`config.mk`:
```
export PLATFORM = sky130hd
export DESIGN_NAME = lamp_mode_sched
export DESIGN_NICKNAME = d
export VERILOG_FILES = /design/src/rtl/lamp_pkg.sv /design/src/rtl/key_debounce.sv /design/src/rtl/lamp_mode_sched.sv
export SDC_FILE = /design/constraint.sdc
export NUM_CORES = 1
export LEC_CHECK = 0
export CORE_ASPECT_RATIO = 1.5
export CORE_MARGIN = 5
export CORE_UTILIZATION = 65
export DETAILED_ROUTE_END_ITERATION = 10
export HOLD_SLACK_MARGIN = 0.02
export PLACE_DENSITY_LB_ADDON = 0.3
export SYNTH_ARGS = -nofsm -noshare
export SYNTH_HDL_FRONTEND = slang
export SYNTH_SLANG_ARGS = --single-unit
```
`constraint.sdc`:
```
create_clock -name sys_clk -period 6.3 [get_ports sys_clk]
set_input_delay 0.945 -clock sys_clk [delete_from_list [all_inputs] [get_ports sys_clk]]
set_output_delay 0.945 -clock sys_clk [all_outputs]
set_load 0.02 [all_outputs]
```
`src/rtl/lamp_pkg.sv`:
```
// Shared mode encodings, key indices and request priority for the lamp mode
// scheduler and the tail-lamp block.
package lamp_pkg;

  localparam int unsigned NUM_KEYS = 5;
  localparam int unsigned KEY_W    = 3;
  localparam int unsigned MODE_W   = 4;

  localparam logic [KEY_W-1:0] K_GO    = 3'd0;
  localparam logic [KEY_W-1:0] K_LEFT  = 3'd1;
  localparam logic [KEY_W-1:0] K_RIGHT = 3'd2;
  localparam logic [KEY_W-1:0] K_BACK  = 3'd3;
  localparam logic [KEY_W-1:0] K_STOP  = 3'd4;

  localparam logic [MODE_W-1:0] MODE_STOP  = 4'b0000;
  localparam logic [MODE_W-1:0] MODE_GO    = 4'b0001;
  localparam logic [MODE_W-1:0] MODE_LEFT  = 4'b0010;
  localparam logic [MODE_W-1:0] MODE_RIGHT = 4'b0100;
  localparam logic [MODE_W-1:0] MODE_BACK  = 4'b1000;

  typedef enum logic [MODE_W-1:0] {
    S_STOP  = MODE_STOP,
    S_GO    = MODE_GO,
    S_LEFT  = MODE_LEFT,
    S_RIGHT = MODE_RIGHT,
    S_BACK  = MODE_BACK
  } mode_e;

  // Index 0 is the highest priority.
  localparam logic [KEY_W-1:0] PRIO [NUM_KEYS] = '{K_STOP, K_BACK, K_LEFT, K_RIGHT, K_GO};

  function automatic mode_e key_mode(input logic [KEY_W-1:0] k);
    mode_e m;
    case (k)
      K_GO:    m = S_GO;
      K_LEFT:  m = S_LEFT;
      K_RIGHT: m = S_RIGHT;
      K_BACK:  m = S_BACK;
      default: m = S_STOP;
    endcase
    return m;
  endfunction

  function automatic logic is_legal(input mode_e cur, input mode_e nxt);
    logic ok;
    ok = 1'b0;
    if (nxt == S_STOP) begin
      ok = 1'b1;
    end else begin
      case (cur)
        S_STOP:  ok = (nxt == S_GO)   || (nxt == S_BACK);
        S_GO:    ok = (nxt == S_LEFT) || (nxt == S_RIGHT);
        S_LEFT:  ok = (nxt == S_GO)   || (nxt == S_RIGHT);
        S_RIGHT: ok = (nxt == S_GO)   || (nxt == S_LEFT);
        default: ok = 1'b0;
      endcase
    end
    return ok;
  endfunction

endpackage

```
`src/rtl/key_debounce.sv`:
```
// One push-button: 2-flop synchroniser, run-length debouncer and a one-cycle
// press pulse. A key held through reset must be seen released before it arms.
module key_debounce #(
  parameter int unsigned DEB_CYCLES = 240_000
) (
  input  logic sys_clk,
  input  logic sys_rst_n,
  input  logic key_n,
  output logic press
);

  localparam int unsigned RUN_W = $clog2(DEB_CYCLES + 1);

  logic             sync1_q, sync2_q;
  logic             last_q;
  logic [RUN_W-1:0] run_q, run_d;
  logic             deb_q, deb_d;
  logic             armed_q, armed_d;
  logic             press_q, press_d;
  logic             sample;
  logic             accept;

  // run_d counts consecutive equal samples; the level is accepted at DEB_CYCLES.
  always_comb begin
    sample = ~sync2_q;
    run_d  = run_q;
    if (sample != last_q) begin
      run_d = RUN_W'(1);
    end else if (run_q < RUN_W'(DEB_CYCLES)) begin
      run_d = run_q + RUN_W'(1);
    end
    accept  = (run_d == RUN_W'(DEB_CYCLES));
    deb_d   = accept ? sample : deb_q;
    armed_d = armed_q | (accept & ~sample);
    press_d = deb_d & ~deb_q & armed_q;
  end

  always_ff @(posedge sys_clk or negedge sys_rst_n) begin
    if (!sys_rst_n) begin
      sync1_q <= 1'b1;
      sync2_q <= 1'b1;
      last_q  <= 1'b0;
      run_q   <= '0;
      deb_q   <= 1'b0;
      armed_q <= 1'b0;
      press_q <= 1'b0;
    end else begin
      sync1_q <= key_n;
      sync2_q <= sync1_q;
      last_q  <= sample;
      run_q   <= run_d;
      deb_q   <= deb_d;
      armed_q <= armed_d;
      press_q <= press_d;
    end
  end

  assign press = press_q;

endmodule

```
`src/rtl/lamp_mode_sched.sv`:
```
// Driving-mode scheduler: debounced key requests are latched, arbitrated by
// fixed priority, legality-checked and gated by a minimum dwell time.
module lamp_mode_sched
  import lamp_pkg::*;
#(
  parameter int unsigned DEB_CYCLES  = 240_000,
  parameter int unsigned HOLD_CYCLES = 6_000_000,
  parameter int unsigned TURN_CYCLES = 60_000_000
) (
  input  logic                sys_clk,
  input  logic                sys_rst_n,
  input  logic [NUM_KEYS-1:0] key_n,
  output logic [MODE_W-1:0]   state_out,
  output logic                mode_chg,
  output logic                busy,
  output logic                req_err
);

  localparam int unsigned DWELL_W = $clog2(TURN_CYCLES + 1);

  logic [NUM_KEYS-1:0] press_vec;
  mode_e               state_q, state_d;
  logic [NUM_KEYS-1:0] pend_q, pend_d, clr;
  logic [DWELL_W-1:0]  dwell_q, dwell_d;
  logic                mode_chg_q, req_err_q, busy_q, busy_d;
  logic                chg, err;
  logic                sel_valid;
  logic [KEY_W-1:0]    sel_key;
  mode_e               sel_mode;

  for (genvar i = 0; i < NUM_KEYS; i++) begin : g_key
    key_debounce #(
      .DEB_CYCLES (DEB_CYCLES)
    ) u_deb (
      .sys_clk   (sys_clk),
      .sys_rst_n (sys_rst_n),
      .key_n     (key_n[i]),
      .press     (press_vec[i])
    );
  end

  // Arbitration, legality check and dwell/auto-cancel handling.
  always_comb begin
    state_d   = state_q;
    clr       = '0;
    chg       = 1'b0;
    err       = 1'b0;
    sel_valid = 1'b0;
    sel_key   = K_GO;
    for (int i = int'(NUM_KEYS) - 1; i >= 0; i--) begin
      if (pend_q[PRIO[KEY_W'(i)]]) begin
        sel_valid = 1'b1;
        sel_key   = PRIO[KEY_W'(i)];
      end
    end
    sel_mode = key_mode(sel_key);

    if (sel_valid && ((sel_key == K_STOP) || !busy_q)) begin
      if (sel_mode == state_q) begin
        clr[sel_key] = 1'b1;
      end else if (is_legal(state_q, sel_mode)) begin
        state_d = sel_mode;
        chg     = 1'b1;
        clr     = '1;
      end else begin
        clr[sel_key] = 1'b1;
        err          = 1'b1;
      end
    end else if (!sel_valid && ((state_q == S_LEFT) || (state_q == S_RIGHT)) &&
                 (dwell_q == DWELL_W'(TURN_CYCLES))) begin
      state_d = S_GO;
      chg     = 1'b1;
    end

    // A press landing on a clear survives.
    pend_d = (pend_q & ~clr) | press_vec;

    if (chg) begin
      dwell_d = '0;
    end else if (dwell_q < DWELL_W'(TURN_CYCLES)) begin
      dwell_d = dwell_q + DWELL_W'(1);
    end else begin
      dwell_d = dwell_q;
    end
    busy_d = (dwell_d < DWELL_W'(HOLD_CYCLES));
  end

  always_ff @(posedge sys_clk or negedge sys_rst_n) begin
    if (!sys_rst_n) begin
      state_q    <= S_STOP;
      pend_q     <= '0;
      dwell_q    <= DWELL_W'(HOLD_CYCLES);
      mode_chg_q <= 1'b0;
      req_err_q  <= 1'b0;
      busy_q     <= 1'b0;
    end else begin
      state_q    <= state_d;
      pend_q     <= pend_d;
      dwell_q    <= dwell_d;
      mode_chg_q <= chg;
      req_err_q  <= err;
      busy_q     <= busy_d;
    end
  end

  assign state_out = state_q;
  assign mode_chg  = mode_chg_q;
  assign req_err   = req_err_q;
  assign busy      = busy_q;

endmodule

```
Word level (Yosys, flattened, before mapping)
Index checks and enable logic that the tools add are counted.

Bits in registers: 158. Word-level logic and storage cells: 177. Output and inout port bits: 7.

Bitwise gates (word level): 33. Order comparisons: 9. Multiplexer cells: 46. Add/subtract/negate cells: 6. Reductions and logical operators: 17. Eq/ne operators: 25.

Operators by type and width (count): 18-bit two-way mux (10); 18-bit by 1-bit adder with 18-bit output, second input constant (5); 18-bit equality test, second input constant (5); 18-bit < comparator, second input constant (5); 26-bit two-way mux (2); 26-bit by 1-bit adder with 26-bit output, second input constant (1); 26-bit equality test, second input constant (1); 26-bit by 23-bit < comparator with 1-bit output, second input constant (1); 26-bit < comparator, second input constant (1); 1-bit two-way mux (20); 4-bit two-way mux (4); 4-bit one-hot mux with 4 select lines (1); 1-bit AND (15); 5-bit two-way mux (3); 3-bit two-way mux (4); 1-bit inverter (10); 4-bit by 1-bit equality test with 1-bit output, second input constant (2); 4-bit by 2-bit equality test with 1-bit output, second input constant (2); 4-bit by 3-bit equality test with 1-bit output, second input constant (2); 4-bit zero test (2); 3-bit by 2-bit equality test with 1-bit output, second input constant (2); 1-bit logical OR (6); 5-bit AND (1); 1-bit inequality test (5); other kinds (18) (26).

Depth between registers and ports, before layout
Depth in word-level cells: 18. Mapped depth: 10.

Cells and area by module
A second synthesis with hierarchy kept.

Cells, all modules: 684. Area, all modules: 6446.2 sq um.

By module, submodules not included: key_debounce (g_key[1].u_deb ...) (times used 2, area an instance 1407.6 sq um, cells an instance 146); lamp_mode_sched (times used 1, area an instance 2119.5 sq um, cells an instance 230); key_debounce (g_key[4].u_deb) (times used 1, area an instance 1511.4 sq um, cells an instance 162).

Least setup slack after synthesis
OpenSTA, ideal clock, no wires.

Kind: register to register. Start point: register g_key[1].u_deb.run_q[7]. End point: register g_key[1].u_deb.deb_q. Stages on the path, launching flop included: 10. Required time: 6.172 ns. Slack: 3.480 ns. Period minus slack after synthesis: 2.820 ns. Data arrival time: 2.693 ns. Path through: dfrtp_1 -> buf_4 -> a211oi_2 -> o21a_1 -> o2111a_2 -> mux2_4 -> mux2_4 -> or4_1 -> nor4_2 -> mux2_1.

Longest elaborated chain between the ends: 5. Elaborated cells on any way between the ends: 6.

Ends and longest elaborated chain: start: declaration (RTL line key_debounce.sv:16) `logic [RUN_W-1:0] run_q, run_d;`; start signal: assignment (RTL line key_debounce.sv:51) `run_q <= run_d;`; 18-bit by 1-bit adder with 18-bit output / 18-bit < comparator (equally long branches) (RTL line key_debounce.sv:30, key_debounce.sv:29); 18-bit two-way mux * (RTL line key_debounce.sv:29) `end else if (run_q < RUN_W'(DEB_CYCLES)) begin`; 18-bit two-way mux * (RTL line key_debounce.sv:27) `if (sample != last_q) begin`; 18-bit equality test * (RTL line key_debounce.sv:32) `accept = (run_d == RUN_W'(DEB_CYCLES));`; 1-bit two-way mux * (RTL line key_debounce.sv:33) `deb_d = accept ? sample : deb_q;`; named net g_key[1].u_deb.deb_d (RTL line key_debounce.sv:17) `logic deb_q, deb_d;`; end signal: assignment (RTL line key_debounce.sv:44) `deb_q <= 1'b0;`; end signal: assignment (RTL line key_debounce.sv:52) `deb_q <= deb_d;`; end: declaration (RTL line key_debounce.sv:17).

Mark *: on every way through the listed nets, which the timed path passes. The rest lies on a longest branch. A chain may end at the register's enable or synchronous reset.

Worst setup path in the final report
Start point: register dwell_q[8]. End point: register busy_q, in the netlist busy.

Longest elaborated chain between the ends: 6. Elaborated cells on any way between the ends: 9.

Ends and longest elaborated chain: start: declaration (RTL line lamp_mode_sched.sv:24) `logic [DWELL_W-1:0] dwell_q, dwell_d;`; start signal: assignment (RTL line lamp_mode_sched.sv:92) `dwell_q <= DWELL_W'(HOLD_CYCLES);`; start signal: assignment (RTL line lamp_mode_sched.sv:99) `dwell_q <= dwell_d;`; branches (longest 4 deep; another with 26-bit by 1-bit adder with 26-bit output); 26-bit two-way mux * (RTL line lamp_mode_sched.sv:78) `if (chg) begin`; 26-bit by 23-bit < comparator with 1-bit output * (RTL line lamp_mode_sched.sv:85) `busy_d = (dwell_d < DWELL_W'(HOLD_CYCLES));`; named net busy_d (RTL line lamp_mode_sched.sv:25) `logic mode_chg_q, req_err_q, busy_q, busy_d;`; end signal: assignment (RTL line lamp_mode_sched.sv:102) `busy_q <= busy_d;`; end: declaration (RTL line lamp_mode_sched.sv:25).

Mark *: on every way through the listed nets, which the timed path passes.

==> results.yml <==
outcome:
  outcome: "completed"
clocking:
  postCtsHoldBufs: 0
  cts-buffers-inserted: 9
  cts_root_buf: "clkbuf_16"
  clock-sinks: 108
  cts_htree_levels: 3
  post_cts_buffers: 0
  cts.repair.resized: 0
  insertion_delay_ns: 0.35
  cts_tree: "built"
  cts.clk_slew.worst_paths_ns: 0.07
  cts_buffer_depth: 2
placement:
  hpwl_um: 8600
  pre_cts_ws_ns: 3.09
  portBuffers: 11
  placed_cell_area_sq_mm: 0.00622
  gp_congestion: 0.904
yosys:
  ys_warn_count: 0
  ys.flop_type: "dfrtp_1"
  yosys-top-cells-area: "dfrtp_1 38%, dfstp_2 6.9%, nor2_1 5.3%, xor2_1 4.9%, xnor2_1 4.8%"
  ys_ff_latch: 108
  yosysMostFrequentCell: "dfrtp_1"
  syn_nets: 667
  ys_top_cells_by_count: "92 x dfrtp_1, 85 x nor2_1, 54 x nand2_1"
  yosysSeqAreaShare: 0.449
  synth_edf_count: 0
  netlist_area_sq_mm: 0.00607
  postSynthAreaPerCell_sq_um: 9.25
  synth_top_area_frac: 0.379
  synth.largest_area_cell: "dfrtp_1"
  ys_async_sr_fraction: 1.00
  synthCells: 656
  synth_cell_type_count: 74
worst_setup_path:
  critPathCaptureType: "flip-flop"
  crit_fanout: 10
  arrival_ns: 3.64
  critPathKind: "reg2reg"
  required_ns: 6.57
  start_kind: "flip-flop"
global_route:
  grt_start_max_net_pins: 59
  grt_pass1_vias: 4894
  gr-total-overflow: 0
  antenna_found_initial: 0
  grt_pass1_wl_um: 22400
  grt_util_all_layers: 0.243
routing:
  detail-route-antenna-nets: 0
  drc_errors: 0
  viasPerCell: 6.44
  first_iter_violations: 386
  via_count: 4975
  drt_wl_total_um: 12700
  wl_met3_um: 596
  wl_per_cell_um: 16.4
  drt_pre_antenna_iters: 5
  m1WireLength_um: 5200
  wl_met2_um: 6600
  top_layer: "met4"
timing:
  slew_headroom: 0.307
  skew_ns: 0.00987
  setup_slack_ns: 2.93
  worstMarginPinSlew_ns: 1.04
  rsz0062_at_grt: "false"
  slew_viol_final: 0
  fin_tns_setup_ns: 0
  setup_viol: 0
  hold_viol_final: 0
  fin_crit_sh: 0.535
  max_freq_mhz: 297
  hold_ws_ns: 0.357
  period_minus_slack_ns: 3.37
die:
  rows: 43
  die_height_um: 128
  core_sq_mm: 0.00920
  die_x_um: 88.9
  initial_core_util: 0.659
  ioPinCount: 14
  dieArea_sq_mm: 0.0114
final_layout:
  drive_gt1_frac: 0.0893
  nNetsFinal: 667
  antenna_cells: 0
  area_growth_pct: 7.26
  fin_area_sq_mm: 0.00651
power_and_ir_drop:
  ir_drop_mv: 0.180
  cellLeakagePower_nw: 2.68
  p_total_mw: 1.39
  p_per_area_mw_per_mm2: 214
worst_hold_path:
  hold_path_class: "reg2reg"
run:
  maxCapViolations: 0
## per-layer routing
metal  vias up  global-route usage
met4         0               0.101
met5         -                   0
li1       2348                   -
met2       156               0.408
met3        32              0.0431
met1      2439               0.307
## final cells by class
type / instances / area (sq um)
Fill cell: 703 / 2690
Inverter: 29 / 109
Sequential cell: 108 / 2720
Tap cell: 112 / 140
Multi-Input combinational cell: 492 / 3110
Clock buffer: 9 / 225
Clock inverter: 7 / 58.8
Timing Repair Buffer: 16 / 145
## cell families after synthesis
| family | count (synthesis) | synth area share |
|---|---|---|
| and+or+nand+nor | 300 | 0.257 |
| AOI/OAI and AO/OA | 108 | 0.125 |
| DFF | 108 | 0.449 |
| xor gates and xnor gates | 67 | 0.0967 |
| buffers and inverters | 56 | 0.0398 |
| muxes | 13 | 0.0243 |
| adders and majority gates | 4 | 0.00825 |
## stage by stage
stage | utilization | instances
6_report | 0.707 | 773
5_1_grt | 0.707 | 773
4_1_cts | 0.707 | 773
3_5_place_dp | 0.676 | 757
3_3_place_gp | 0.676 | 757
2_1_floorplan | - | 656
## final timing paths
| check | start | endpoint | slack, ns | cells past startpoint |
|---|---|---|---|---|
| worst max-delay path | dwell_q[8]$_DFF_PN1_ | busy$_DFF_PN0_ | 2.93 | 8 |
| max in group asynchronous | sys_rst_n | g_key[1].u_deb.last_q$_DFF_PN0_ | 4.54 | 2 |
| min in group asynchronous | sys_rst_n | dwell_q[13]$_DFF_PN0_ | 0.62 | 1 |
| worst max register to register | dwell_q[8]$_DFF_PN1_ | busy$_DFF_PN0_ | 2.93 | 8 |
| worst min register to register | g_key[1].u_deb.sync1_q$_DFF_PN1_ | g_key[1].u_deb.sync2_q$_DFF_PN1_ | 0.36 | 0 |
| worst min-delay path | g_key[1].u_deb.sync1_q$_DFF_PN1_ | g_key[1].u_deb.sync2_q$_DFF_PN1_ | 0.36 | 0 |
## state kept, by name, summed over array words and instances (netlist names)
| register | cells |
|---|---|
| g_key.u_deb.sync1_q | 3 |
| pend_q | 3 |
| g_key.u_deb.sync2_q | 3 |
| g_key.u_deb.press | 3 |
| g_key.u_deb.armed_q | 3 |
| state_out | 4 |
| req_err | 1 |
| g_key.u_deb.deb_q | 3 |
| dwell_q | 26 |
| mode_chg | 1 |
| g_key.u_deb.last_q | 3 |
| busy | 1 |
| g_key.u_deb.run_q | 54 |
## cells in the final DEF, fill, tap and decap left out, types with 15 or more instances in the layout
master and instances:
a21oi_1 21, dfrtp_1 92, dfstp_2 16, inv_1 29
nand2_1 54, nand3_1 40, nand4_1 20, nor2_1 85
nor3_1 16, o21ai_0 15, xnor2_1 33, xor2_1 34
## power breakdown
| part | leakage (nW) | internal [mW] | switching, mW |
|---|---|---|---|
| registers | 1.41 | 0.712 | 0.0243 |
| logic | 1.14 | 0.0407 | 0.0737 |
| clock network | 0.132 | 0.275 | 0.266 |
## worst max-delay path, stage by stage (launching register included)
cell and delay, ns:
dfstp_2 0.60, nand3_1 0.11, a2111oi_0 0.77, o2111ai_1 0.67
a41oi_1 0.42, or3_1 0.14, o311ai_1 0.12, a211o_1 0.31
a21oi_1 0.16
Power figures use the tool's default switching activity.
